[src/rtl/dff_pipe.sv]
// dff_pipe: WIDTH-bit, DEPTH-stage elastic register pipeline.
// Valid/ready on both sides, bubbles collapse toward the output,
// synchronous flush, and a registered occupancy count.
module dff_pipe #(
    parameter int               WIDTH     = 8,
    parameter int               DEPTH     = 4,
    parameter logic [WIDTH-1:0] RESET_VAL = '0
) (
    input  logic                       clk,
    input  logic                       rst_n,
    input  logic                       flush,
    input  logic                       in_valid,
    input  logic [WIDTH-1:0]           in_data,
    output logic                       in_ready,
    output logic                       out_valid,
    output logic [WIDTH-1:0]           out_data,
    input  logic                       out_ready,
    output logic [$clog2(DEPTH+1)-1:0] count
);
    localparam int CW = $clog2(DEPTH+1);

    logic [DEPTH-1:0] v;           // per-stage valid bits, stage 0 is the input side
    logic [DEPTH-1:0] v_next;
    logic [DEPTH-1:0] mv;          // stage i hands its content forward (or out) this cycle
    logic [WIDTH-1:0] d [DEPTH];   // per-stage data registers
    logic             take0;       // stage 0 can take new content
    logic             accept;
    logic [CW-1:0]    count_next;

    // Move chain, walked from the output back to the input: a stage moves
    // when it is valid and the stage after it can take.
    always_comb begin
        logic t;
        logic m;
        // NOTE: every always_comb output gets a default first, so no path leaves it unassigned and no latch is inferred.
        mv    = '0;
        t     = out_ready;
        m     = 1'b0;
        for (int i = DEPTH-1; i >= 0; i--) begin
            m     = v[i] & t;
            mv[i] = m;
            t     = !v[i] | m;
        end
        take0 = t;
    end

    assign in_ready  = !flush & take0;
    assign accept    = in_valid & in_ready;
    assign out_valid = v[DEPTH-1] & !flush;
    assign out_data  = d[DEPTH-1];

    // Next valid bits: load from upstream, else clear when content leaves, else hold.
    always_comb begin
        v_next    = v;
        v_next[0] = accept | (v[0] & !mv[0]);
        for (int i = 1; i < DEPTH; i++) begin
            v_next[i] = mv[i-1] | (v[i] & !mv[i]);
        end
    end

    // Occupancy after this edge, registered alongside the valid bits.
    always_comb begin
        count_next = '0;
        for (int i = 0; i < DEPTH; i++) begin
            count_next = count_next + CW'(v_next[i]);
        end
    end

    // Stage registers: reset and flush both return every stage to idle.
    always_ff @(posedge clk) begin
        if (!rst_n || flush) begin
            v     <= '0;
            count <= '0;
            // NOTE: the data registers are reset as well, because out_data must read RESET_VAL after reset or flush.
            for (int i = 0; i < DEPTH; i++) begin
                d[i] <= RESET_VAL;
            end
        end else begin
            // NOTE: non-blocking assignments make every stage read its neighbour's pre-edge value, giving a true shift rather than a ripple-through.
            v     <= v_next;
            count <= count_next;
            if (accept) begin
                d[0] <= in_data;
            end
            for (int i = 1; i < DEPTH; i++) begin
                if (mv[i-1]) begin
                    d[i] <= d[i-1];
                end
            end
        end
    end

endmodule
[config.mk]
export PLATFORM = sky130hd
export DESIGN_NAME = dff_pipe
export DESIGN_NICKNAME = d
export VERILOG_FILES = /design/src/rtl/dff_pipe.sv
export SDC_FILE = /design/constraint.sdc
export NUM_CORES = 1
export LEC_CHECK = 0
export BUFFER_PORTS_ARGS = -buffer_cell sky130_fd_sc_hd__buf_4
export CAP_MARGIN = 20
export CORE_MARGIN = 10
export CORE_UTILIZATION = 52
export DETAILED_ROUTE_END_ITERATION = 6
export GPL_ROUTABILITY_DRIVEN = 0
export HOLD_SLACK_MARGIN = 0.15
export PLACE_DENSITY = 0.76
export SYNTH_ARGS = -nofsm -noshare
export SYNTH_HDL_FRONTEND = slang
export SYNTH_SLANG_ARGS = --single-unit
[constraint.sdc]
create_clock -name clk -period 2.9 [get_ports clk]
set_clock_uncertainty 0.05 [all_clocks]
set_input_delay 0.58 -clock clk [delete_from_list [all_inputs] [get_ports clk]]
set_output_delay 0.58 -clock clk [all_outputs]
set_load 0.02 [all_outputs]
# ---- After elaboration in Yosys (flattened, before gate mapping)
# Memories as Yosys holds them, arrays and structs flattened.
# Index checks and enable logic that the tools add are counted.
dict set report word_totals {
  register_bits 7
  latch_bits 0
  ram_bits 32
  rom_bits 0
  input_bits 13
  mem_count 1
}
# name words word_bits read_ports rd_clocked_by_memory_dff wr line_no
set mem_list {}
lappend mem_list {d 4 8 4 0 4 25} ;# logic [WIDTH-1:0] d [DEPTH];
dict set report op_classes {
  add_sub_neg 3
  mul 0
  div_mod_pow 0
  n_lt_le_gt_ge 0
  n_eq_ne 0
  n_shift 0
  n_mux 18
  bitwise 23
  n_reduce_logical 11
}
# operator count
set op_table {}
lappend op_table {{$mux W8} 4}
lappend op_table {{$mux W1} 14}
lappend op_table {{$or A1 B1 Y1} 12}
lappend op_table {{$and A1 B1 Y1} 11}
lappend op_table {{$logic_not A1 Y1} 10}
lappend op_table {{$add A2 B1 Y3} 1}
lappend op_table {{$add A3 B1 Y3} 1}
lappend op_table {{$add A1 B1 Y2} 1}
lappend op_table {{$logic_or A1 B1 Y1} 1}

# ---- Logic depth before layout (Yosys ltp)
dict set report depth {
  ltp_word 14
  ltp_mapped 8
}

# ---- Least setup slack after synthesis
# OpenSTA, ideal clock, no wires.
dict set report synth_timing {
  path_type {input -> register}
  startpoint {input port out_ready}
  endpoint {register count[1]}
  setup_ns 0.115
  arrival_time_ns 2.237
  required_ns 2.735
  path_slack_ns 0.498
  stages 8
  n_path_buf 1
  cell_sequence {and4b_4 > buf_6 > a21oi_1 > fa_1 > inv_1 > ha_1 > ha_1 > and2_1}
}
dict set report synth_between {
  elab_chain_len 14
}
# item line_no
set synth_lines {}
lappend synth_lines {{from (decl)} 17} ;# input logic out_ready,
lappend synth_lines {{$and A1 B1 Y1 (*)} 40} ;# m = v[i] & t;
lappend synth_lines {{$or A1 B1 Y1} 42} ;# t = !v[i] | m;
lappend synth_lines {{$and A1 B1 Y1} 40}
lappend synth_lines {{$or A1 B1 Y1} 42}
lappend synth_lines {{$and A1 B1 Y1} 40}
lappend synth_lines {{$or A1 B1 Y1} 42}
lappend synth_lines {{$and A1 B1 Y1} 40}
lappend synth_lines {{$or A1 B1 Y1} 42}
lappend synth_lines {{$and A1 B1 Y1} 47} ;# assign in_ready = !flush & take0;
lappend synth_lines {{$and A1 B1 Y1} 48} ;# assign accept = in_valid & in_ready;
lappend synth_lines {{$or A1 B1 Y1} 55} ;# v_next[0] = accept | (v[0] & !mv[0]);
lappend synth_lines {{$add A1 B1 Y2} 65} ;# count_next = count_next + CW'(v_next[i]);
lappend synth_lines {{$add A2 B1 Y3} 65}
lappend synth_lines {{$add A3 B1 Y3 (*)} 65}
lappend synth_lines {{via count_next[1]} 28} ;# logic [CW-1:0] count_next;
lappend synth_lines {{to (signal assigned)} 81} ;# count <= count_next;
lappend synth_lines {{to (decl)} 18} ;# output logic [$clog2(DEPTH+1)-1:0] count
# The timed path passes the listed nets; every way through them passes the cells marked *.
# A chain may end at the register's enable or synchronous reset.

# ---- Final worst setup path
dict set report layout_timing {
  startpoint {register v[2]}
  endpoint {output port in_ready}
}
dict set report layout_between {
  elab_chain_len 7
}
# item line_no
set layout_lines {}
lappend layout_lines {{from (decl)} 22} ;# logic [DEPTH-1:0] v;
lappend layout_lines {{from (signal assigned)} 80} ;# v <= v_next;
lappend layout_lines {{$and A1 B1 Y1 / $logic_not A1 Y1 (equally long branches)} {40, 42}}
lappend layout_lines {{$or A1 B1 Y1 (*)} 42}
lappend layout_lines {{$and A1 B1 Y1 (*)} 40}
lappend layout_lines {{$or A1 B1 Y1 (*)} 42}
lappend layout_lines {{$and A1 B1 Y1 (*)} 40}
lappend layout_lines {{$or A1 B1 Y1 (*)} 42}
lappend layout_lines {{$and A1 B1 Y1 (*)} 47}
lappend layout_lines {{to (decl)} 14} ;# output logic in_ready,
# Every way passes the cells marked *; elsewhere a longest branch is shown, timed or not.

==> results_dict.tcl <==
set metrics [dict create \
    status "complete, no violations" \
    crit_path_frequent_cell "buf_4" \
    seq_area_mm2 0.00110 \
    path_max_fanout 19 \
    muxShareOfSynthArea 0 \
    worstHoldEndpoint "d[0][1]$_SDFFCE_PN0P_" \
    synth_flop_cell "edfxtp_1" \
    synth_area_leaders "edfxtp_1 51%, dfxtp_1 7.4%, nor3_2 5.3%, a211oi_2 4.6%, and4_1 3.7%" \
    wl_per_cell_um 13.1 \
    clockBufferDepth 2 \
    cellPowerDensity_mw_per_mm2 472 \
    worstRegToRegCells 7 \
    slew_viol_final 0 \
    nets 181 \
    endpoint_kind "output pin" \
    synth_area_leader_cell "edfxtp_1" \
    cp.buffers_inverters 2 \
    min-delay-start "in_data[1]" \
    via_count 1100 \
    cts-resized-gates 0 \
    rsz0062_at_grt "false" \
    fin_area_mm2 0.00207 \
    die_area_mm2 0.00644 \
    worst_path_dominant_cell_family "flip-flops" \
    ys_ff_latch 39 \
    start_kind "flip-flop" \
    diodes 0 \
    synth_cell_type_count 31 \
    die_w_um 80.2 \
    synthArstFlopShare 0 \
    clock_latency_ps 350 \
    synthSimpleGateAreaFrac 0.206 \
    clock_sinks 39 \
    core_area_mm2 0.00342 \
    worst_pin_slew_ps 1030 \
    tritoncts "built" \
    drc 0 \
    chipHeight_um 80.2 \
    ios 26 \
    fin_crit_ps 2380 \
    synth-edff-count 32 \
    reg2reg_from "v[2]$_SDFF_PP0_" \
    n_fill_cell 288 \
    root_buffer "clkbuf_4" \
    grt_use_total 0.0947 \
    holdWs_ps 521 \
    setup_tns_ps 0 \
    syn-cell-area_mm2 0.00189 \
    synth_xor_area_frac 0 \
    post_cts_buffers 0 \
    final_cells 212 \
    drt_pre_antenna_iters 4 \
    r2r_end "count[1]$_SDFF_PP0_" \
    critical-path-max-stage-delay_ps 540 \
    grt_antenna_before_repair 0 \
    synthAdderAreaFrac 0.0239 \
    synth_top_family_by_area "simple AND/OR/NAND/NOR gates" \
    grt_pass1_vias 1089 \
    synth_top_area_share 0.509 \
    h-tree-depth 2 \
    via_per_inst 5.19 \
    path_cells "and4b_4 -> buf_4 -> a21oi_1 -> buf_4" \
    path_class "reg -> out" \
    synth_nets 164 \
    first_iter_violations 52 \
    p_leak_nw 0.822 \
    syn_to_final_growth_pct 9.62 \
    io_buffers 25 \
    slew_headroom 0.306 \
    critPathSlowestCell "dfxtp_1" \
    multi_input_area_um2 598 \
    timing.fmax_mhz 421 \
    synth_area_per_cell_um2 12.7 \
    synthCells 148 \
    worstPathRequired_ps 2270 \
    clkTransAtPathRegs_ps 110 \
    start_util 0.552 \
    cp.arrival_ps 1750 \
    min_path_cells 3 \
    dp.cells 204 \
    finalHoldViolCount 0 \
    dp_hpwl_um 2070 \
    ys_seq_area_frac 0.584 \
    maxCapViolCount 0 \
    ant_nets 0 \
    grt_max_degree 20 \
    ir_drop_mv 0.240 \
    cts_buffers 5 \
    regToRegSetupSlack_ps 690 \
    synth_compound_area_frac 0.0869 \
    finalSetupViolCount 0 \
    synth.most_common_cell "edfxtp_1" \
    grt_remaining_overflow 0 \
    drt_wl_total_um 2770 \
    period_share 0.820 \
    post_dp_cell_area_mm2 0.00202 \
    hold_path_class "in -> reg" \
    synth_common_cells "32 x edfxtp_1, 16 x nand2_1, 13 x inv_1, 10 x nor3_2, 9 x buf_4" \
    grt_pass1_wl_um 4730 \
    ys_warn_count 0 \
    drive_above_1_share 0.349 \
    num_rows 21 \
    hold_buffers 0 \
]
==> stage by stage <==
step	total power, W	utilization	setup slack, ps
floorplan	0.000698	-	498
global placement	0.000719	0.590	510
detailed placement	0.000722	0.590	464
CTS	0.000981	0.605	495
global route	0.00102	0.605	393
finish	0.000975	0.605	522
==> per-layer routing <==
layer  global-route usage  wire [um]  part of all wire  vias up
li1                     -          -                 -      553
met4               0.0634         63             0.023        0
met5                    0          0                 0        -
met2                0.169       1440              0.52       29
met3               0.0445        236             0.085        7
met1               0.0829       1030              0.37      511
==> cell families (layout without fill, tap and decap cells) <==
kind of cell,after synthesis,in the layout
AND/OR/NAND/NOR,56,56
flip-flops,39,39
buffers and inverters,31,49
AO/OA/AOI/OAI,19,19
adder cells (fa/ha/maj),3,3
==> report_power, final <==
group	switching [W]	internal [W]	total (W)
sequential	0.00000668	0.000627	0.000634
clock	0.000177	0.0000902	0.000267
combinational	0.0000437	0.0000306	0.0000743
total	0.000227	0.000748	0.000975
==> layout by cell type, fill, tap and decap left out <==
cell and instances:
and2b_1 2, dfxtp_1 7, and4b_4 1, clkbuf_4 5, and3b_1 1, nor2_1 2, a21oi_1 2, edfxtp_1 32
o31ai_1 1, a31oi_1 1, a211oi_1 1, nand2_1 16, nor3_2 10, and2_1 3, ha_1 2, o21ai_0 4
o21a_1 1, nand3b_4 1, nor2b_1 1, a211oi_2 7, nand4b_1 1, inv_1 13, fa_1 1, and4_1 8
a21oi_2 2, nand2b_1 2, and2b_4 1, nor3_1 6, buf_4 28, clkinv_2 3, nor3b_1 1
==> worst max-delay path by stage <==
stage	cells after the start	end	start	slack [ps]
6_report	4	in_ready	v[2]$_SDFF_PP0_	520
5_1_grt	4	in_ready	v[2]$_SDFF_PP0_	390
4_1_cts	4	in_ready	v[2]$_SDFF_PP0_	490
3_5_place_dp	8	count[1]$_SDFF_PP0_	out_ready	460
3_3_place_gp	8	count[1]$_SDFF_PP0_	out_ready	510
2_1_floorplan	8	count[1]$_SDFF_PP0_	out_ready	500
==> flip-flops by register name (all words and copies together) (netlist names) <==
register	count
d	32
v	4
count	3
==> tightest hold or removal path: stages <==
cell and delay (ps):
buf_4 100, inv_1 50, a211oi_2 30
==> final cells by class <==
type	count	share of cell area
Sequential cell	39	0.532
Multi-Input combinational cell	78	0.289
Timing Repair Buffer	28	0.102
Tap cell	46	0.0278
Inverter	13	0.0236
Clock buffer	5	0.0181
Clock inverter	3	0.00726
Power figures use the tool's default switching activity.
